File: config.mk
export PLATFORM = sky130hd
export DESIGN_NAME = uart_byte_tx_flat
export DESIGN_NICKNAME = d
export VERILOG_FILES = /design/src/rtl/uart_pkg.sv /design/src/rtl/uart_byte_tx_if.sv /design/src/rtl/uart_baud_tick.sv /design/src/rtl/uart_byte_tx.sv /design/src/flat_wrapper.sv
export SDC_FILE = /design/constraint.sdc
export NUM_CORES = 1
export LEC_CHECK = 0
export CAP_MARGIN = 0
export CORE_MARGIN = 2
export CORE_UTILIZATION = 50
export DETAILED_ROUTE_END_ITERATION = 7
export DONT_BUFFER_PORTS = 1
export PLACE_DENSITY_LB_ADDON = 0.3
export SYNTH_ARGS = -nofsm -noshare
export SYNTH_HDL_FRONTEND = slang
export SYNTH_SLANG_ARGS = --single-unit
File: constraint.sdc
create_clock -name CLK -period 2.2 [get_ports CLK]
set_clock_uncertainty 0.05 [all_clocks]
set_input_delay 0 -clock CLK [delete_from_list [all_inputs] [get_ports CLK]]
set_output_delay 0 -clock CLK [all_outputs]
set_load 0.03 [all_outputs]
File: src/rtl/uart_pkg.sv
// Shared UART definitions: transmitter state encoding, default baud divider and counter widths.
package uart_pkg;

  typedef enum logic [2:0] {
    IDLE   = 3'd0,
    START  = 3'd1,
    DATA   = 3'd2,
    STOP   = 3'd3,
    PARITY = 3'd4
  } tx_state_e;

  localparam int DEF_BAUD_DIV = 5200;
  localparam int DATA_BITS    = 8;
  localparam int BIT_CNT_W    = 3;
  localparam int DIV_W        = 16;

endpackage

File: src/rtl/uart_byte_tx_if.sv
// Byte-in / serial-out bundle between a byte source (master) and the UART transmitter (slave).
interface uart_byte_tx_if;
  import uart_pkg::*;

  // Send_En is a one-cycle strobe; it is taken only while Tx_Busy is low, and
  // Data_Byte is sampled in that same cycle. Tx_Done pulses once per finished frame.
  logic       Send_En;
  logic [7:0] Data_Byte;
  logic       Rs232_Tx;
  logic       Tx_Busy;
  logic       Tx_Done;
  tx_state_e  dbg_state;

  modport master (
    output Send_En, Data_Byte,
    input  Rs232_Tx, Tx_Busy, Tx_Done, dbg_state
  );

  modport slave (
    input  Send_En, Data_Byte,
    output Rs232_Tx, Tx_Busy, Tx_Done, dbg_state
  );
endinterface

File: src/rtl/uart_baud_tick.sv
// Bit-period divider: counts 0..BAUD_DIV-1 while enabled and flags the last count as a tick.
module uart_baud_tick
  import uart_pkg::*;
#(
  parameter int BAUD_DIV = DEF_BAUD_DIV
) (
  input  logic CLK,
  input  logic RST,
  input  logic en,
  output logic tick
);

  localparam logic [DIV_W-1:0] LAST = DIV_W'(BAUD_DIV - 1);

  logic [DIV_W-1:0] cnt_q;

  always_ff @(posedge CLK) begin
    if (RST || !en)         cnt_q <= '0;
    else if (cnt_q == LAST) cnt_q <= '0;
    else                    cnt_q <= cnt_q + DIV_W'(1);
  end

  assign tick = en && (cnt_q == LAST);

endmodule

File: src/rtl/uart_byte_tx.sv
// 8-bit UART transmitter, LSB first, one stop bit. Define UART_TX_PARITY_EN to insert a
// parity bit (even by default, odd with PARITY_ODD=1) between D7 and the stop bit.
module uart_byte_tx
  import uart_pkg::*;
#(
  parameter int   BAUD_DIV = DEF_BAUD_DIV,
  parameter logic IDLE_LVL = 1'b1
`ifdef UART_TX_PARITY_EN
  ,
  parameter logic PARITY_ODD = 1'b0
`endif
) (
  input logic            CLK,
  input logic            RST,
  uart_byte_tx_if.slave  bus
);

  tx_state_e              state_q, state_nxt;
  logic [DATA_BITS-1:0]   shift_q, shift_nxt;
  logic [BIT_CNT_W-1:0]   bit_q, bit_nxt;
  logic                   line_q, line_nxt;
  logic                   busy_q;
  logic                   done_q, done_nxt;
  logic                   tick;
`ifdef UART_TX_PARITY_EN
  logic                   par_q, par_nxt;
`endif

  uart_baud_tick #(.BAUD_DIV(BAUD_DIV)) u_tick (
    .CLK  (CLK),
    .RST  (RST),
    .en   (state_q != IDLE),
    .tick (tick)
  );

  always_ff @(posedge CLK) begin
    if (RST) begin
      state_q <= IDLE;
      shift_q <= '0;
      bit_q   <= '0;
      line_q  <= IDLE_LVL;
      busy_q  <= 1'b0;
      done_q  <= 1'b0;
`ifdef UART_TX_PARITY_EN
      par_q   <= 1'b0;
`endif
    end else begin
      state_q <= state_nxt;
      shift_q <= shift_nxt;
      bit_q   <= bit_nxt;
      line_q  <= line_nxt;
      busy_q  <= (state_nxt != IDLE);
      done_q  <= done_nxt;
`ifdef UART_TX_PARITY_EN
      par_q   <= par_nxt;
`endif
    end
  end

  always_comb begin
    state_nxt = state_q;
    shift_nxt = shift_q;
    bit_nxt   = bit_q;
    done_nxt  = 1'b0;
`ifdef UART_TX_PARITY_EN
    par_nxt   = par_q;
`endif
    case (state_q)
      IDLE: begin
        if (bus.Send_En) begin
          state_nxt = START;
          shift_nxt = bus.Data_Byte;
`ifdef UART_TX_PARITY_EN
          par_nxt   = (^bus.Data_Byte) ^ PARITY_ODD;
`endif
        end
      end
      START: begin
        if (tick) begin
          state_nxt = DATA;
          bit_nxt   = '0;
        end
      end
      DATA: begin
        if (tick) begin
          if (bit_q == BIT_CNT_W'(DATA_BITS - 1)) begin
`ifdef UART_TX_PARITY_EN
            state_nxt = PARITY;
`else
            state_nxt = STOP;
`endif
          end else begin
            bit_nxt   = bit_q + BIT_CNT_W'(1);
            shift_nxt = {1'b0, shift_q[DATA_BITS-1:1]};
          end
        end
      end
`ifdef UART_TX_PARITY_EN
      PARITY: begin
        if (tick) state_nxt = STOP;
      end
`endif
      STOP: begin
        if (tick) begin
          state_nxt = IDLE;
          done_nxt  = 1'b1;
        end
      end
      default: state_nxt = IDLE;
    endcase

    // The line is registered, so it is decoded from where the FSM is going next.
    case (state_nxt)
      START:   line_nxt = 1'b0;
      DATA:    line_nxt = shift_nxt[0];
`ifdef UART_TX_PARITY_EN
      PARITY:  line_nxt = par_nxt;
`endif
      default: line_nxt = IDLE_LVL;
    endcase
  end

  assign bus.Rs232_Tx  = line_q;
  assign bus.Tx_Busy   = busy_q;
  assign bus.Tx_Done   = done_q;
  assign bus.dbg_state = state_q;

endmodule

File: src/flat_wrapper.sv
// flat-port wrapper written by rule: the top's interface ports become plain ports
module uart_byte_tx_flat import uart_pkg::*;
#(
  parameter int   BAUD_DIV = DEF_BAUD_DIV,
  parameter logic IDLE_LVL = 1'b1

)
  (CLK, RST, bus_Send_En, bus_Data_Byte, bus_Rs232_Tx, bus_Tx_Busy, bus_Tx_Done, bus_dbg_state);
  uart_byte_tx_if bus_i ();
  input logic CLK;
  input logic RST;
  input wire logic [$bits(bus_i.Send_En)-1:0] bus_Send_En;
  input wire logic [$bits(bus_i.Data_Byte)-1:0] bus_Data_Byte;
  output wire logic [$bits(bus_i.Rs232_Tx)-1:0] bus_Rs232_Tx;
  output wire logic [$bits(bus_i.Tx_Busy)-1:0] bus_Tx_Busy;
  output wire logic [$bits(bus_i.Tx_Done)-1:0] bus_Tx_Done;
  output wire logic [$bits(bus_i.dbg_state)-1:0] bus_dbg_state;
  assign bus_i.Send_En = bus_Send_En;
  assign bus_i.Data_Byte = bus_Data_Byte;
  assign bus_Rs232_Tx = bus_i.Rs232_Tx;
  assign bus_Tx_Busy = bus_i.Tx_Busy;
  assign bus_Tx_Done = bus_i.Tx_Done;
  assign bus_dbg_state = bus_i.dbg_state;
  uart_byte_tx #(.BAUD_DIV(BAUD_DIV), .IDLE_LVL(IDLE_LVL)) u_core (.CLK(CLK), .RST(RST), .bus(bus_i));
endmodule
==> results.toml <==
[clocking]
cts_max_path_buffers = 2
clockRootBuffer = "clkbuf_4"
cts_sinks = 33
insertion_delay_ns = 0.33
ctsResizeCount = 0
htree_levels = 2
clkTransAtPathRegs_ns = 0.09
cts-buffers-inserted = 5
cts_tree = "yes"

[die]
fp.dieW_um = 59.05
dieArea_mm2 = 0.003487
row_count = 19
top_level_ports = 17
core_mm2 = 0.002829
initial_utilization_pct = 53.56
die_h_um = 59.05

[timing]
finalCritPeriodShare_pct = 89.44
max_freq_mhz = 508.2
final.setup.worst_slack_ns = 0.2323
setup_viol = 0
rsz0062_at_grt = "no"
post-route-min-period_ns = 1.968
drv_slew = 0
worst_pin_slew_ns = 0.5506
relSlewSlack_pct = 63.17
hold_violations = 0
tns_ns = 0

[pwr]
ir_worst_vdd_uv = 522.4
leakagePower_uw = 0.0005858
power_per_cell_area_mw_per_mm2 = 604.1

[worst_hold_path]
hold_class = "primary input to register"

[drt]
drt_drc_violations_left = 0
drt_iter0_markers = 46
wl_per_cell_um = 14.68
wl_um = 3112
drt-vias-per-instance = 5.792
ant_nets = 0
dr.pass1.iters = 4
vias = 1228

[placement]
gp_congestion = 0.7098
place_area_mm2 = 0.001543
port_buffers = 0
hpwl_um = 2106
place_ws_ns = 0.2548

[logic_synthesis]
synth_top_flop_cell = "dfxtp_1"
yosysWarnings = 0
synth_top_area_share_pct = 43.60
synth.distinct_cells = 42
synth-edff-count = 0
synth_area_leaders = "dfxtp_1, nor2_1, xnor2_1"
synthTopCellsByCount = "dfxtp_1, nor2_1, nand2_1"
synth_nets = 181
yosysMostFrequentCell = "dfxtp_1"
async_reset_ff_share_pct = 0
seq_area_frac_synth_pct = 43.60
syn_avg_cell_area_um2 = 9.073
netlist_instances = 167
ys_ff_latch = 33
syn_area_mm2 = 0.001515
synth_top_cell_by_area = "dfxtp_1"

[worst_setup_path]
worst-path-stages = 7
crit_family = "simple AND/OR/NAND/NOR gates"
timing.rr.end = "u_core.bus.Rs232_Tx"
worstPathRequired_ns = 2.38
crit_path_top_delay_cell = "dfxtp_1"
cp.arrival_ns = 2.14
cp-start-kind = "register"
crit_type = "register to register"
worstSetupEndpointType = "register"
ff2ff_setup_slack_ns = 0.23
ff2ff_path_depth = 7
timing.critical_path.mode_cell = "and3_1"
max_stage_delay_ns = 0.36
cp-startpoint = "u_core.u_tick.cnt_q[0]"
endpoint = "u_core.bus.Rs232_Tx"
critPathMaxFanout = 7
cp_cell_sequence = "ha_1 -> and3_1 -> and4_2 -> a21oi_2 -> a221oi_2 -> and3_1 -> o21ai_2"
crit_buf_inv = 0
r2r-start = "u_core.u_tick.cnt_q[0]"

[outcome]
status = "complete, no violations"

[finish]
area_growth_pct = 12.06
seqCellArea_um2 = 660.6
diodes = 0
n_fill_cell = 242
nNetsFinal = 195
fin_area_mm2 = 0.001698
multiInputGateArea_um2 = 805.8
drive_gt1_share_pct = 13.26

[global_route]
antenna_found_initial = 0
track_usage_pct = 20.71
grt_max_degree = 16
grt_overflow_total = 0
grt_pass1_wl_um = 5264
grt_pass1_vias = 1184

[flow_run]
cap_violations = 0
-- worst min-delay path, cell delays in order --
cell     delay, ns
and2_1        0.22
nand2_1       0.11
a21oi_1       0.06
-- routing by layer --
metal / GRT usage (%) / vias up / wire length (um)
li1: - / 606 / -
met1: 24.72 / 575 / 1331
met2: 32.38 / 37 / 1497
met3: 7.642 / 10 / 181
met4: 11.04 / 0 / 101
met5: 0 / - / 0
-- flip-flops by register name (all words and copies together), names as in the netlist --
name / count
u_core.bit_q: 3
u_core.bus.Rs232_Tx: 1
u_core.bus.Tx_Busy: 1
u_core.bus.Tx_Done: 1
u_core.bus.dbg_state: 3
u_core.shift_q: 8
u_core.u_tick.cnt_q: 16
-- how the worst min path moves through the flow --
stage                         to        start  cells past startpoint
2_1_floorplan  u_core.shift_q[3]          RST                      1
5_1_grt        u_core.shift_q[7]  bus_Send_En                      3
3_3_place_gp   u_core.shift_q[4]          RST                      1
4_1_cts        u_core.shift_q[7]  bus_Send_En                      3
6_report       u_core.shift_q[7]  bus_Send_En                      3
3_5_place_dp   u_core.shift_q[3]          RST                      1
-- layout make-up --
class	count	area share, %
multi-input combinational	125	47.46
clock buffer	7	3.242
inverter	2	0.4422
tap	31	2.284
sequential	33	38.91
timing repair buffer	14	7.664
-- timing repair --
item	4_1_cts	5_1_grt
hold buffers	10	0
endpoints found under the hold margin	17	0
setup buffers	0	0
setup endpoints to repair	0	0
-- cells in the final DEF (no fill, tap or decap), types with 2 or more instances in the layout --
cell type      Yosys  routed
nor3_1             6       6
inv_1              2       2
dfxtp_1           33      33
buf_4              1       4
xor2_1             7       7
nand2_1           17      17
clkbuf_4           0       5
nor4b_2            2       2
nand3_1           10      10
dlygate4sd3_1      0      10
a22oi_1            6       6
ha_1               3       3
and3_1             4       4
xnor2_1            8       8
o21ai_0            2       2
a21oi_1           12      12
or3_1              2       2
nor2_1            24      24
-- metrics by stage --
step	total power [uW]	instances	util, %	hold slack [ns]
3_5_place_dp	676.2	195	54.53	0.02297
6_report	1026	212	60.02	0.05897
2_1_floorplan	668.6	167	-	0.01907
5_1_grt	1066	212	60.02	0.07704
3_3_place_gp	674.4	195	54.53	0.02021
4_1_cts	1028	212	60.02	0.03344
-- power by group --
part	leakage (uW)	switching, uW	internal (uW)	total [uW]
clock	0.0000314	192	151	343
sequential	0.000268	11.8	609	621
combinational	0.000287	35.1	26.8	61.9
-- logic make-up (layout without fill, tap and decap cells) --
logic type	count (synthesis)	count (layout)	synth area share, %
AOI/OAI and AO/OA	25	25	10.82
DFF	33	33	43.60
other	1	1	0.2475
muxes	1	1	0.6606
adders and majority gates	3	3	2.478
xor gates and xnor gates	15	15	8.671
and+or+nand+nor	80	80	30.31
buffers and inverters	9	23	3.221
Note: power is estimated with default switching activity, not from simulation.
